[src/rtl/cbus_arbiter.sv]
// cbus_arbiter: round-robin arbiter that shares one cache-bus master port
// between NUM_INPUTS requesters (default: port 0 = data, port 1 = fetch).
// A grant is held for a whole (possibly multi-beat) transaction and is
// released on the beat carrying oresp.ready && oresp.last.
//
// Ports
//   clk     in   clock, rising edge
//   reset   in   synchronous active-high reset
//   ireqs   in   per-requester cache-bus requests
//   iresps  out  per-requester responses (all-zero unless granted)
//   oreq    out  request forwarded to the bus / AXI bridge
//   oresp   in   response from the bus / AXI bridge

package cbus_pkg;
  typedef struct packed {
    logic        valid;
    logic        is_write;
    logic [2:0]  size;
    logic [31:0] addr;
    logic [3:0]  strobe;
    logic [31:0] data;
    logic [3:0]  len;
  } cbus_req_t;

  typedef struct packed {
    logic        ready;
    logic        last;
    logic [31:0] data;
  } cbus_resp_t;
endpackage

module cbus_arbiter
  import cbus_pkg::*;
#(
  parameter int NUM_INPUTS = 2
) (
  input  logic       clk,
  input  logic       reset,
  input  cbus_req_t  ireqs  [NUM_INPUTS],
  output cbus_resp_t iresps [NUM_INPUTS],
  output cbus_req_t  oreq,
  input  cbus_resp_t oresp
);

  localparam int IDX_W = (NUM_INPUTS > 1) ? $clog2(NUM_INPUTS) : 1;
  // One extra bit so ptr + offset never overflows before the wrap.
  localparam int SUM_W = IDX_W + 1;

  logic             r_busy;
  logic [IDX_W-1:0] r_index;
  logic [IDX_W-1:0] r_ptr;

  logic             w_busy_nxt;
  logic [IDX_W-1:0] w_index_nxt;
  logic [IDX_W-1:0] w_ptr_nxt;
  logic             w_found;
  logic [IDX_W-1:0] w_win;
  logic [SUM_W-1:0] w_sum;
  logic [IDX_W-1:0] w_scan;

  // State register: busy/index/ptr
  always_ff @(posedge clk) begin
    if (reset) begin
      r_busy  <= 1'b0;
      r_index <= '0;
      r_ptr   <= '0;
    end else begin
      r_busy  <= w_busy_nxt;
      r_index <= w_index_nxt;
      r_ptr   <= w_ptr_nxt;
    end
  end

  // Next-state: arbitration in IDLE, release on the last beat in BUSY
  always_comb begin
    w_busy_nxt  = r_busy;
    w_index_nxt = r_index;
    w_ptr_nxt   = r_ptr;
    w_found     = 1'b0;
    w_win       = r_index;
    w_sum       = '0;
    w_scan      = '0;

    if (!r_busy) begin
      // Scan ptr, ptr+1, ... wrapping at NUM_INPUTS; first valid port wins.
      for (int i = 0; i < NUM_INPUTS; i++) begin
        w_sum = {1'b0, r_ptr} + SUM_W'(i);
        if (w_sum >= SUM_W'(NUM_INPUTS)) begin
          w_sum = w_sum - SUM_W'(NUM_INPUTS);
        end
        w_scan = w_sum[IDX_W-1:0];
        if (!w_found && ireqs[w_scan].valid) begin
          w_found = 1'b1;
          w_win   = w_scan;
        end
      end
      if (w_found) begin
        w_busy_nxt  = 1'b1;
        w_index_nxt = w_win;
      end
    end else if (oresp.ready && oresp.last) begin
      // The port just served drops to lowest priority.
      w_busy_nxt = 1'b0;
      w_ptr_nxt  = (r_index == IDX_W'(NUM_INPUTS - 1)) ? '0 : r_index + 1'b1;
    end
  end

  // Outputs: pure routing, nothing is buffered. In IDLE the bus sees zeros,
  // so there is no combinational path from ireqs to oreq until granted.
  always_comb begin
    oreq = '0;
    for (int k = 0; k < NUM_INPUTS; k++) begin
      iresps[k] = '0;
    end
    if (r_busy) begin
      oreq            = ireqs[r_index];
      iresps[r_index] = oresp;
    end
  end

endmodule
[config.mk]
export PLATFORM = sky130hd
export DESIGN_NAME = cbus_arbiter
export DESIGN_NICKNAME = d
export VERILOG_FILES = /design/src/rtl/cbus_arbiter.sv
export SDC_FILE = /design/constraint.sdc
export NUM_CORES = 1
export LEC_CHECK = 0
export CAP_MARGIN = 15
export CORE_AREA = 2 2 129 131
export CTS_BUF_LIST = sky130_fd_sc_hd__clkbuf_8
export CTS_CLUSTER_DIAMETER = 50
export DETAILED_ROUTE_END_ITERATION = 16
export DIE_AREA = 0 0 131 133
export PLACE_DENSITY = 0.6
export REMOVE_ABC_BUFFERS = 1
export SLEW_MARGIN = 20
export SYNTH_ARGS = -nofsm -noshare
export SYNTH_HDL_FRONTEND = slang
export SYNTH_SLANG_ARGS = --single-unit
[constraint.sdc]
create_clock -name clk -period 1.4 [get_ports clk]
set_clock_uncertainty 0.2 [all_clocks]
set_input_delay 0.14 -clock clk [delete_from_list [all_inputs] [get_ports clk]]
set_output_delay 0.14 -clock clk [all_outputs]
set_load 0.05 [all_outputs]
# Word-level counts from Yosys, hierarchy flattened
# Index checks and enable logic that the tools add are counted.
[totals]
register_bits = 3
output_inout_bits = 145
wordCells = 52
[classes]
n_lt_le_gt_ge = 6
muxes = 27
bitwise = 5
n_addsub = 4
reduce_logical = 7
[ops]
columns = ["op", "count"]
rows = [
  ["$mux W77", 10],
  ["$and A68 B68 Y68", 1],
  ["$mux W68", 1],
  ["$demux W34 S1", 1],
  ["$mux W34", 1],
  ["$mux W1", 14],
  ["$ge A2 B2 Y1 const B", 4],
  ["$not A1 Y2", 3],
  ["$logic_and A1 B1 Y1", 3],
  ["$reduce_and A3 Y1", 1],
  ["$add A1 B1 Y2 const B", 1],
  ["$ge A1 B2 Y1 const B", 1],
  ["$lt A2 B1 Y1 const B", 1],
  ["$reduce_and A2 Y1", 1],
  ["$reduce_bool A2 Y1", 1],
  ["$sub A1 B1 Y1 const B", 2],
  ["$add A1 B1 Y1 const B", 1],
  ["$logic_not A1 Y1", 1],
  ["$not A1 Y1", 1],
]

# Logic depth before layout (Yosys ltp)
[depth]
word_depth = 15
ltp_mapped = 5

# Worst setup path after synthesis
# No wires, ideal clock.
[synth_timing]
path_type = "reg2out"
startpoint = "reg r_index"
endpoint = "out oreq[31] (netlist bit)"
arrival_ps = 1475
stages_incl_launch_ff = 6
path_slack_ps = -415
path_buffers = 3
path_cell_list = "dfxtp_1 > buf_4 > buf_8 > buf_12 > mux2i_1 > nor2_1"
[synth_lines]
columns = ["item", "line_no", "rtl"]
rows = [
  ["start, declared", "50", "logic [IDX_W-1:0] r_index;"],
  ["start signal, assigned", "69", "r_index <= w_index_nxt;"],
  ["end, declared", "41", "output cbus_req_t oreq,"],
]

==> results.sh <==
export IMPL_grt_use_met1_pct=15.2
export IMPL_fp_dieH_um=133
export IMPL_synth_area_top_cells="mux2i_1, nor2_1, and2_1, and3_1, buf_12"
export IMPL_diodes=0
export IMPL_io_buffer_count=334
export IMPL_relSlewSlack_pct=81.3
export IMPL_cts_tree="yes"
export IMPL_maxCapViolCount=0
export IMPL_synth_compound_area_share_pct=2.33
export IMPL_worst_slack_ns=-0.337
export IMPL_syn_to_final_growth_pct=319
export IMPL_hold_slack_ns=0.295
export IMPL_use_met2_pct=26.4
export IMPL_grt_pass1_wl_um=19000
export IMPL_final_nets=800
export IMPL_violations="negative setup slack"
export IMPL_numCtsBuffers=3
export IMPL_synthCells=264
export IMPL_ys_warn_count=0
export IMPL_cts_root_buf="clkbuf_8"
export IMPL_setup_viol=145
export IMPL_fmax_ghz=0.576
export IMPL_globalRoute_busiestLayer="met2"
export IMPL_synth_xor_area_share_pct=0
export IMPL_period_needed_ns=1.74
export IMPL_drt_drc_violations_left=0
export IMPL_required_ns=1.06
export IMPL_rows=47
export IMPL_synthAdderAreaFrac_pct=0
export IMPL_insertion_delay_ns=0.22
export IMPL_numClockSinks=3
export IMPL_hpwl_um=10900
export IMPL_critPathLaunch="r_index"
export IMPL_antenna_found_initial=0
export IMPL_fin_util_pct=47.4
export IMPL_setup_tns_ns=-41.55
export IMPL_crit_chain="buf_4 > clkbuf_16 > mux2i_4 > nor2_2 > buf_12"
export IMPL_start_util_pct=11.3
export IMPL_synth_simple_gate_area_share_pct=40.2
export IMPL_ys_seq_area_share_pct=3.29
export IMPL_endpoint_kind="primary output"
export IMPL_routed_wl_um=13100
export IMPL_htreeDepth=1
export IMPL_fp_dieW_um=131
export IMPL_cp_slowest_cell="dfxtp_4"
export IMPL_hold_viol=0
export IMPL_drtAntennaViolNets=0
export IMPL_detail_route_wl_per_cell_um=15.8
export IMPL_firstDrtPassIters=4
export IMPL_hp_start="r_ptr"
export IMPL_synth_area_um2=1830
export IMPL_synth_seq_cells=3
export IMPL_rsz0062_at_grt="true"
export IMPL_ir_worst_vdd_uv=262
export IMPL_cp_max_fo=6
export IMPL_critical_path_buf_inv_count=3
export IMPL_r2r_start="r_busy"
export IMPL_place_congestion=0.855
export IMPL_path_class="flip-flop to primary output"
export IMPL_hold_class="flip-flop to flip-flop"
export IMPL_tightest_slew_ns=0.272
export IMPL_grt_pass1_vias=3528
export IMPL_drive_above_1_share_pct=50.1
export IMPL_synth_avg_cell_area_um2=6.92
export IMPL_grt_max_degree=41
export IMPL_crit_arrival_ns=1.40
export IMPL_fin_crit_sh_pct=124
export IMPL_coreArea_um2=16200
export IMPL_cts_clk_slew_worst_paths_ns=0.04
export IMPL_io_pins=335
export IMPL_global_route_usage_met3_pct=2.95
export IMPL_placedCellCount=816
export IMPL_yosysTopAreaCell="mux2i_1"
export IMPL_outcome="finished, violations left"
export IMPL_power_density_nw_per_um2=494
export IMPL_clk_path_buf_depth=2
export IMPL_setup_worst_path_start_class="flip-flop"
export IMPL_dieArea_um2=17400
export IMPL_gr_total_overflow=0
export IMPL_vias=3301
export IMPL_p_leak_nw=3.00
export IMPL_crit_family="buffers and inverters"
export IMPL_synth_top_family_by_area="multiplexers"
export IMPL_layoutNonFillerInstCount=829
export IMPL_synth_mux_area_share_pct=42.2
export IMPL_synth_cell_types=21
export IMPL_drt_iter0_drc=37
export IMPL_gr_usage_all_layers_pct=13.8
export IMPL_synth_top_area_share_pct=42.2
export IMPL_crit_path_max_incr_delay_ns=0.35
export IMPL_vias_per_cell=3.98
export IMPL_drv_slew=0
-- repair_timing --
action / 4_1_cts / 5_1_grt
resized for setup: 53 / 91
setup endpoints to repair: 146 / 146
setup buffers: 2 / 2
hold endpoints to repair: 0 / 0
pin swaps: 6 / 15
hold buffers: 0 / 0
gates cloned: 4 / 2
-- cell type report --
type,instances,area (µm²)
well taps,220,275
repair buffers,369,5310
inverters,2,10.0
flip-flops and latches,3,65.1
clock buffers,3,41.3
clock inverters,1,3.75
fillers,1414,8500
multi-input cells,231,1970
-- cell families after synthesis --
family                 Yosys count
AO/OA/AOI/OAI                    6
buffers and inverters           30
flip-flops                       3
multiplexers                    77
AND/OR/NAND/NOR                148
-- metal layers --
layer / vias up / share of wire, %
li1: 1590 / -
met1: 1485 / 36
met2: 212 / 53
met3: 14 / 9.5
met4: 0 / 1.4
met5: - / 0
-- state kept, by name (all words and copies together), names as in the netlist --
register / flops
r_ptr: 1
r_index: 1
r_busy: 1
-- Yosys cell counts --
cell,n
nor2_1,78
clkbuf_2,6
a41o_1,1
clkbuf_1,8
nor3_1,1
and3_1,34
dfxtp_1,3
buf_2,4
o211ai_1,1
buf_4,5
inv_1,1
a31oi_1,1
buf_8,1
a21oi_1,1
o21ai_0,1
mux2i_1,77
and2_1,34
nor2_4,1
buf_12,4
a311oi_1,1
inv_2,1
-- power by group --
group          internal, mW  total [mW]  switching [mW]  leakage [nW]
registers            0.0917      0.0987         0.00703        0.0256
logic                  1.82        3.43            1.61          2.94
clock network         0.188       0.260          0.0717        0.0269
total                  2.10        3.79            1.69          3.00
-- through the flow --
stage	cell area (µm²)	total power [mW]	setup slack, ns
floorplan	1620	1.41	-3.05
global placement	6970	3.22	-0.150
detailed placement	6970	3.25	-0.170
CTS	7330	3.67	-0.362
global route	7670	3.95	-0.403
finish	7670	3.79	-0.337
-- placed cells by master (no fill, tap or decap), types with 2 or more instances in the layout --
cell type,synthesis,final
mux2i_1,77,55
buf_8,1,3
mux2i_4,0,3
buf_6,0,7
clkbuf_8,0,3
clkbuf_16,0,2
and3_1,34,11
clkdlybuf4s50_1,0,189
nor2_4,1,3
inv_1,1,2
nor2_2,0,36
buf_4,5,12
buf_16,0,2
buf_12,4,153
mux2i_2,0,19
and3_4,0,23
nor2_1,78,40
and2_4,0,34
-- worst reg2reg max path, cell delays in order (launching register included) --
cell and delay (ns):
dfxtp_2 0.36, buf_8 0.24, nor3_1 0.10, a311oi_1 0.27
-- path summary, 6_finish.rpt --
path | slack (ns) | cells after the start | endpoint
max | -0.34 | 5 | oreq[67]
min | 0.30 | 2 | r_ptr
max reg2reg | 0.12 | 3 | r_busy
min reg2reg | 0.30 | 2 | r_ptr
Note: power is estimated with default switching activity, not from simulation.
